**src/rtl/mac_vlg_tx.sv**
```systemverilog
// Ethernet MAC transmit path: preamble/SFD, 14-byte header, payload, optional pad, FCS, IFG.
// Optional zero-padding of short payloads is compiled in with `define MAC_VLG_TX_PAD_EN.
//   state | meaning
//   IDLE  | wait for val_i, latch header, emit first preamble byte
//   PRE   | remaining six 0x55 bytes
//   SFD   | 0xD5
//   HDR   | dst, src, etyp, MSB byte first
//   PAY   | rdy_o high, stream payload; val_i low aborts
//   PAD   | 0x00 fill up to MIN_PAYLOAD
//   FCS   | complemented CRC, LSB byte first
//   IFG   | IFG_BYTES idle cycles
module mac_vlg_tx #(
    parameter int IFG_BYTES   = 12,
    parameter int MIN_PAYLOAD = 46
) (
    input  logic        clk_i,
    input  logic        rst_i,
    input  logic [47:0] hdr_dst_i,
    input  logic [47:0] hdr_src_i,
    input  logic [15:0] hdr_etyp_i,
    input  logic [7:0]  dat_i,
    input  logic        val_i,
    input  logic        last_i,
    output logic        rdy_o,
    output logic [7:0]  phy_dat_o,
    output logic        phy_val_o,
    output logic        phy_err_o,
    output logic        busy_o,
    output logic        done_o,
    output logic        underrun_o
);

    typedef enum logic [2:0] {
        S_IDLE, S_PRE, S_SFD, S_HDR, S_PAY, S_PAD, S_FCS, S_IFG
    } state_t;

    localparam logic [15:0] IFG_LOAD = 16'(IFG_BYTES - 1);

    state_t       state_q, state_d;
    logic [15:0]  cnt_q, cnt_d;
    logic [10:0]  pay_cnt_q, pay_cnt_d, pay_cnt_inc;
    logic [111:0] hdr_q, hdr_d;
    logic [31:0]  crc_q, crc_d;
    logic [7:0]   phy_dat_q, phy_dat_d;
    logic         phy_val_q, phy_val_d;
    logic         phy_err_q, phy_err_d;
    logic         done_q, done_d;
    logic         underrun_q, underrun_d;

    function automatic logic [31:0] crc_upd(input logic [31:0] c, input logic [7:0] d);
        logic [31:0] r;
        r = c ^ {24'h0, d};
        for (int i = 0; i < 8; i++) begin
            r = r[0] ? ((r >> 1) ^ 32'hEDB88320) : (r >> 1);
        end
        return r;
    endfunction

    assign pay_cnt_inc = (pay_cnt_q == 11'h7FF) ? pay_cnt_q : pay_cnt_q + 11'd1;

`ifdef MAC_VLG_TX_PAD_EN
    localparam logic [10:0] MIN_C = 11'(MIN_PAYLOAD);
    logic pay_short;
    // count includes the byte being sent this cycle
    assign pay_short = (pay_cnt_inc < MIN_C);
`else
    logic unused_min;
    assign unused_min = (MIN_PAYLOAD > 0);
`endif

    always_ff @(posedge clk_i) begin
        if (rst_i) begin
            state_q    <= S_IDLE;
            cnt_q      <= '0;
            pay_cnt_q  <= '0;
            hdr_q      <= '0;
            crc_q      <= 32'hFFFFFFFF;
            phy_dat_q  <= 8'h00;
            phy_val_q  <= 1'b0;
            phy_err_q  <= 1'b0;
            done_q     <= 1'b0;
            underrun_q <= 1'b0;
        end else begin
            state_q    <= state_d;
            cnt_q      <= cnt_d;
            pay_cnt_q  <= pay_cnt_d;
            hdr_q      <= hdr_d;
            crc_q      <= crc_d;
            phy_dat_q  <= phy_dat_d;
            phy_val_q  <= phy_val_d;
            phy_err_q  <= phy_err_d;
            done_q     <= done_d;
            underrun_q <= underrun_d;
        end
    end

    always_comb begin
        state_d = state_q;
        case (state_q)
            S_IDLE: if (val_i) state_d = S_PRE;
            S_PRE:  if (cnt_q == 16'd0) state_d = S_SFD;
            S_SFD:  state_d = S_HDR;
            S_HDR:  if (cnt_q == 16'd0) state_d = S_PAY;
            S_PAY: begin
                if (!val_i) begin
                    state_d = S_IFG;
                end else if (last_i) begin
`ifdef MAC_VLG_TX_PAD_EN
                    state_d = pay_short ? S_PAD : S_FCS;
`else
                    state_d = S_FCS;
`endif
                end
            end
`ifdef MAC_VLG_TX_PAD_EN
            S_PAD:  if (!pay_short) state_d = S_FCS;
`endif
            S_FCS:  if (cnt_q == 16'd0) state_d = S_IFG;
            S_IFG:  if (cnt_q == 16'd0) state_d = S_IDLE;
            default: state_d = S_IDLE;
        endcase
    end

    // Datapath and next registered outputs: each byte is driven the cycle after its state.
    always_comb begin
        cnt_d      = cnt_q;
        pay_cnt_d  = pay_cnt_q;
        hdr_d      = hdr_q;
        crc_d      = crc_q;
        phy_dat_d  = 8'h00;
        phy_val_d  = 1'b0;
        phy_err_d  = 1'b0;
        done_d     = 1'b0;
        underrun_d = 1'b0;
        case (state_q)
            S_IDLE: begin
                if (val_i) begin
                    cnt_d     = 16'd5;
                    pay_cnt_d = '0;
                    hdr_d     = {hdr_dst_i, hdr_src_i, hdr_etyp_i};
                    crc_d     = 32'hFFFFFFFF;
                    phy_dat_d = 8'h55;
                    phy_val_d = 1'b1;
                end
            end
            S_PRE: begin
                cnt_d     = cnt_q - 16'd1;
                phy_dat_d = 8'h55;
                phy_val_d = 1'b1;
            end
            S_SFD: begin
                cnt_d     = 16'd13;
                phy_dat_d = 8'hD5;
                phy_val_d = 1'b1;
            end
            S_HDR: begin
                cnt_d     = cnt_q - 16'd1;
                phy_dat_d = hdr_q[111:104];
                phy_val_d = 1'b1;
                crc_d     = crc_upd(crc_q, hdr_q[111:104]);
                hdr_d     = {hdr_q[103:0], 8'h00};
            end
            S_PAY: begin
                phy_val_d = 1'b1;
                if (val_i) begin
                    cnt_d     = 16'd3;
                    phy_dat_d = dat_i;
                    crc_d     = crc_upd(crc_q, dat_i);
                    pay_cnt_d = pay_cnt_inc;
                end else begin
                    cnt_d      = IFG_LOAD;
                    phy_err_d  = 1'b1;
                    underrun_d = 1'b1;
                end
            end
`ifdef MAC_VLG_TX_PAD_EN
            S_PAD: begin
                cnt_d     = 16'd3;
                phy_val_d = 1'b1;
                crc_d     = crc_upd(crc_q, 8'h00);
                pay_cnt_d = pay_cnt_inc;
            end
`endif
            S_FCS: begin
                phy_dat_d = ~crc_q[7:0];
                phy_val_d = 1'b1;
                crc_d     = {8'h00, crc_q[31:8]};
                if (cnt_q == 16'd0) begin
                    cnt_d  = IFG_LOAD;
                    done_d = 1'b1;
                end else begin
                    cnt_d = cnt_q - 16'd1;
                end
            end
            S_IFG: begin
                cnt_d = cnt_q - 16'd1;
            end
            default: ;
        endcase
    end

    assign rdy_o      = (state_q == S_PAY);
    assign busy_o     = (state_q != S_IDLE);
    assign phy_dat_o  = phy_dat_q;
    assign phy_val_o  = phy_val_q;
    assign phy_err_o  = phy_err_q;
    assign done_o     = done_q;
    assign underrun_o = underrun_q;

endmodule

```
**config.mk**
```make
export PLATFORM = sky130hd
export DESIGN_NAME = mac_vlg_tx
export DESIGN_NICKNAME = d
export VERILOG_FILES = /design/src/rtl/mac_vlg_tx.sv
export SDC_FILE = /design/constraint.sdc
export NUM_CORES = 1
export LEC_CHECK = 0
export CAP_MARGIN = 20
export CORE_ASPECT_RATIO = 0.75
export CORE_UTILIZATION = 30
export CTS_CLUSTER_DIAMETER = 80
export CTS_CLUSTER_SIZE = 16
export DETAILED_ROUTE_END_ITERATION = 6
export PLACE_DENSITY = 0.49
export SLEW_MARGIN = 25
export SYNTH_ARGS = -nofsm -noshare
export SYNTH_HDL_FRONTEND = slang
export SYNTH_SLANG_ARGS = --single-unit
```
**constraint.sdc**
```tcl
create_clock -name clk_i -period 3.1 [get_ports clk_i]
set_input_delay 0.62 -clock clk_i [delete_from_list [all_inputs] [get_ports clk_i]]
set_output_delay 0.62 -clock clk_i [all_outputs]
set_load 0.02 [all_outputs]
```
==> run_results.csv <==
group,metric,value,unit
synthesis,postSynth.asyncResetShare,0,
clock_tree,ctsHoldBuffers,0,
synthesis,ys_ff_latch,174,
synthesis,synth_edf_count,0,
placement,gp_congestion,0.922,
sta,hold_viol,0,
synthesis,yosys.area.top_type,"dfxtp_1",
die,die_x,199,um
clock_tree,clockRootBuffer,"clkbuf_16",
clock_tree,numCtsBuffers,17,
die,die_area,29700,um2
sta,setup_tns,0,ns
worst_setup_path,start_kind,"flip-flop",
die,die_y,150,um
sta,slew_headroom,0.488,
synthesis,avgSynthCellArea,8.37,um2
final_layout,syn_to_final_growth,29.1,%
synthesis,syn-num-nets,1167,
final_layout,nFillCells,2908,
final_layout,final_util,0.397,
worst_setup_path,cpPeakStageDelay,0.64,ns
synthesis,synth_cell_types,63,
power,peakVddDrop,0.590,mV
worst_setup_path,cp_slowest_cell,"clkdlybuf4s50_1",
clock_tree,ctsResizeCount,0,
final_layout,final_area,11300,um2
clock_tree,cts_tree,"yes",
worst_setup_path,cp-end-kind,"output port",
worst_setup_path,crit_required,2.48,ns
power,powerDensity,987,nW/um2
synthesis,syn_area,8720,um2
drt,first_iter_violations,623,
final_layout,finalNetCount,1290,
status,status,"complete, no violations",
worst_setup_path,crit_fanout,27,
synthesis,yosys_warnings,0,
clock_tree,clk_latency,0.46,ns
drt,vias_per_cell,5.20,
worst_setup_path,r2r_cells,6,
worst_setup_path,path_class,"flip-flop to output port",
grt,grt.overflow.total,0,
die,rows,53,
sta,final_min_period_over_clock_period,0.878,
placement,portBuffers,137,
sta,worst_slew_pin_slew,0.768,ns
placement,dp_hpwl,20100,um
clock_tree,post-cts-setup-buffers,0,
die,ios,138,
synthesis,netlist.area_leader.share,0.400,
drt,vias,8132,
grt,grt_max_degree,69,
clock_tree,cts.sinks,174,
synthesis,synth_area_leaders,"dfxtp_1, o22ai_1, nor2_1, nor3_1, xnor2_1",
worst_setup_path,crit_arrival,2.10,ns
grt,grtUsageTotal,0.203,
die,core,28300,um2
clock_tree,clockBufferDepth,2,
grt,grt_pass1_wl,45700,um
synthesis,ys_seq_area_frac,0.400,
sta,fin_worst_skew,0.0315,ns
synthesis,netlist_instances,1042,
sta,final_max_slew_viol_count,0,
sta,rsz0062_at_grt,"no",
die,start_util,0.308,
drt,antenna_left,0,
grt,antenna_found_initial,1,
power,p_leak,4.17,nW
drt,route.detailed.drc,0,
placement,placed_area,10700,um2
clock_tree,clk_pin_slew,0.07,ns
drt,routed_wl,29500,um
drt,drtPass1Iterations,5,
drt,wire_per_inst,18.8,um
sta,min_period,2.72,ns
sta,fmax,367,MHz
clock_tree,htreeDepth,4,
grt,grt_pass1_vias,7843,
min_path,hold_depth,2,
worst_setup_path,crit_chain,"buf_4, nor2_1, nand2_1, clkdlybuf4s50_1",
sta,setup_viol,0,
min_path,hold_class,"flip-flop to flip-flop",
flow_run,cap_violations,0,
final_layout,layout-drive-gt1-share,0.0942,
synthesis,synthFlopType,"dfxtp_1",
[worst max-delay path, delay by kind of cell (launching register included)]
family	cells	cell delay, ns
AND/OR/NAND/NOR	2	0.25
buffers and inverters	2	0.96
flip-flops	1	0.45
[cells in the final DEF (no fill, tap or decap), drive strengths merged, types with 5 or more instances in the layout]
cell | netlist | routed
nor2 | 176 | 176
dfxtp | 174 | 174
clkdlybuf4s50 | 0 | 136
nor3 | 121 | 121
o22ai | 111 | 111
xnor2 | 80 | 80
buf | 19 | 48
o21ai | 47 | 47
xor2 | 44 | 44
a21oi | 40 | 40
nand2 | 32 | 32
clkbuf | 61 | 19
a22oi | 15 | 15
inv | 5 | 11
a221oi | 10 | 10
nand2b | 8 | 8
nor4 | 7 | 7
or3 | 7 | 7
o32a | 7 | 7
o21bai | 6 | 6
a211o | 5 | 5
mux2i | 5 | 5
clkinv | 1 | 5
[cells by family after synthesis]
family | Yosys count | synth area share
AO/OA/AOI/OAI | 279 | 0.207
XOR/XNOR | 127 | 0.157
adder cells (fa/ha/maj) | 1 | 0.00144
buffers and inverters | 86 | 0.0376
flip-flops | 174 | 0.400
multiplexers | 5 | 0.00574
AND/OR/NAND/NOR | 370 | 0.191
[layer usage]
metal  routed length (um)  track usage  share of wire  up-vias
met4                  477       0.0581          0.016        0
met3                 2340       0.0687          0.079       32
li1                     -            -              -     4024
met2                12400        0.289           0.42      240
met1                14200        0.285           0.48     3836
met5                    0            0              0        -
[cells in the mapped netlist, types with 5 or more instances]
library cell,count
o32a_1,6
nor4_1,7
nand2_1,32
a211o_1,5
o22ai_1,111
nand2b_1,7
xor2_1,38
a22oi_1,15
o21ai_0,46
inv_1,5
o21bai_1,6
nor2_1,176
a21oi_1,40
or3_1,7
mux2i_1,5
dfxtp_1,174
nor3_1,120
clkbuf_1,61
buf_1,17
xnor2_1,63
xnor2_2,16
a221oi_1,10
[flip-flops by register name (all words and copies together), names as in the netlist]
name and flops:
phy_dat_o 8, state_q 3, hdr_q 112, crc_q 32, phy_val_o 1, done_o 1
cnt_q 16, underrun_o 1
[stage by stage]
step / setup slack (ns) / instances / hold WS, ns / power, mW
final: 0.378 / 1564 / 0.490 / 11.1
after global routing: 0.208 / 1563 / 0.511 / 12.0
after CTS: 0.330 / 1563 / 0.491 / 11.2
after detailed placement: 0.127 / 1531 / 0.479 / 8.93
after global placement: 0.208 / 1531 / 0.480 / 8.92
after floorplan: 0.866 / 1042 / 0.461 / 7.26
[where the power goes]
part / switching, mW / internal [mW] / leakage [nW] / total, mW
Combinational: 3.23 / 2.39 / 2.45 / 5.62
Clock: 0.996 / 1.17 / 0.283 / 2.16
Sequential: 0.470 / 2.85 / 1.43 / 3.32
Total: 4.70 / 6.41 / 4.17 / 11.1
[path summary, 6_finish.rpt]
| check | start | endpoint | slack (ns) |
|---|---|---|---|
| worst max-delay path | state_q[2] | busy_o | 0.38 |
| worst min register to register | cnt_q[6] | cnt_q[6] | 0.49 |
| worst max register to register | state_q[1] | crc_q[8] | 0.47 |
| worst min-delay path | cnt_q[6] | cnt_q[6] | 0.49 |
[area by class of cell]
class,count,area [um2],share of cell area
inverter,6,22.5,0.00200
antenna,1,2.50,0.000222
sequential,174,3480,0.310
tap,385,482,0.0428
multi-input combinational,782,4920,0.438
clock buffer,19,453,0.0402
timing repair buffer,184,1760,0.156
clock inverter,13,128,0.0113
Power figures use the tool's default switching activity.
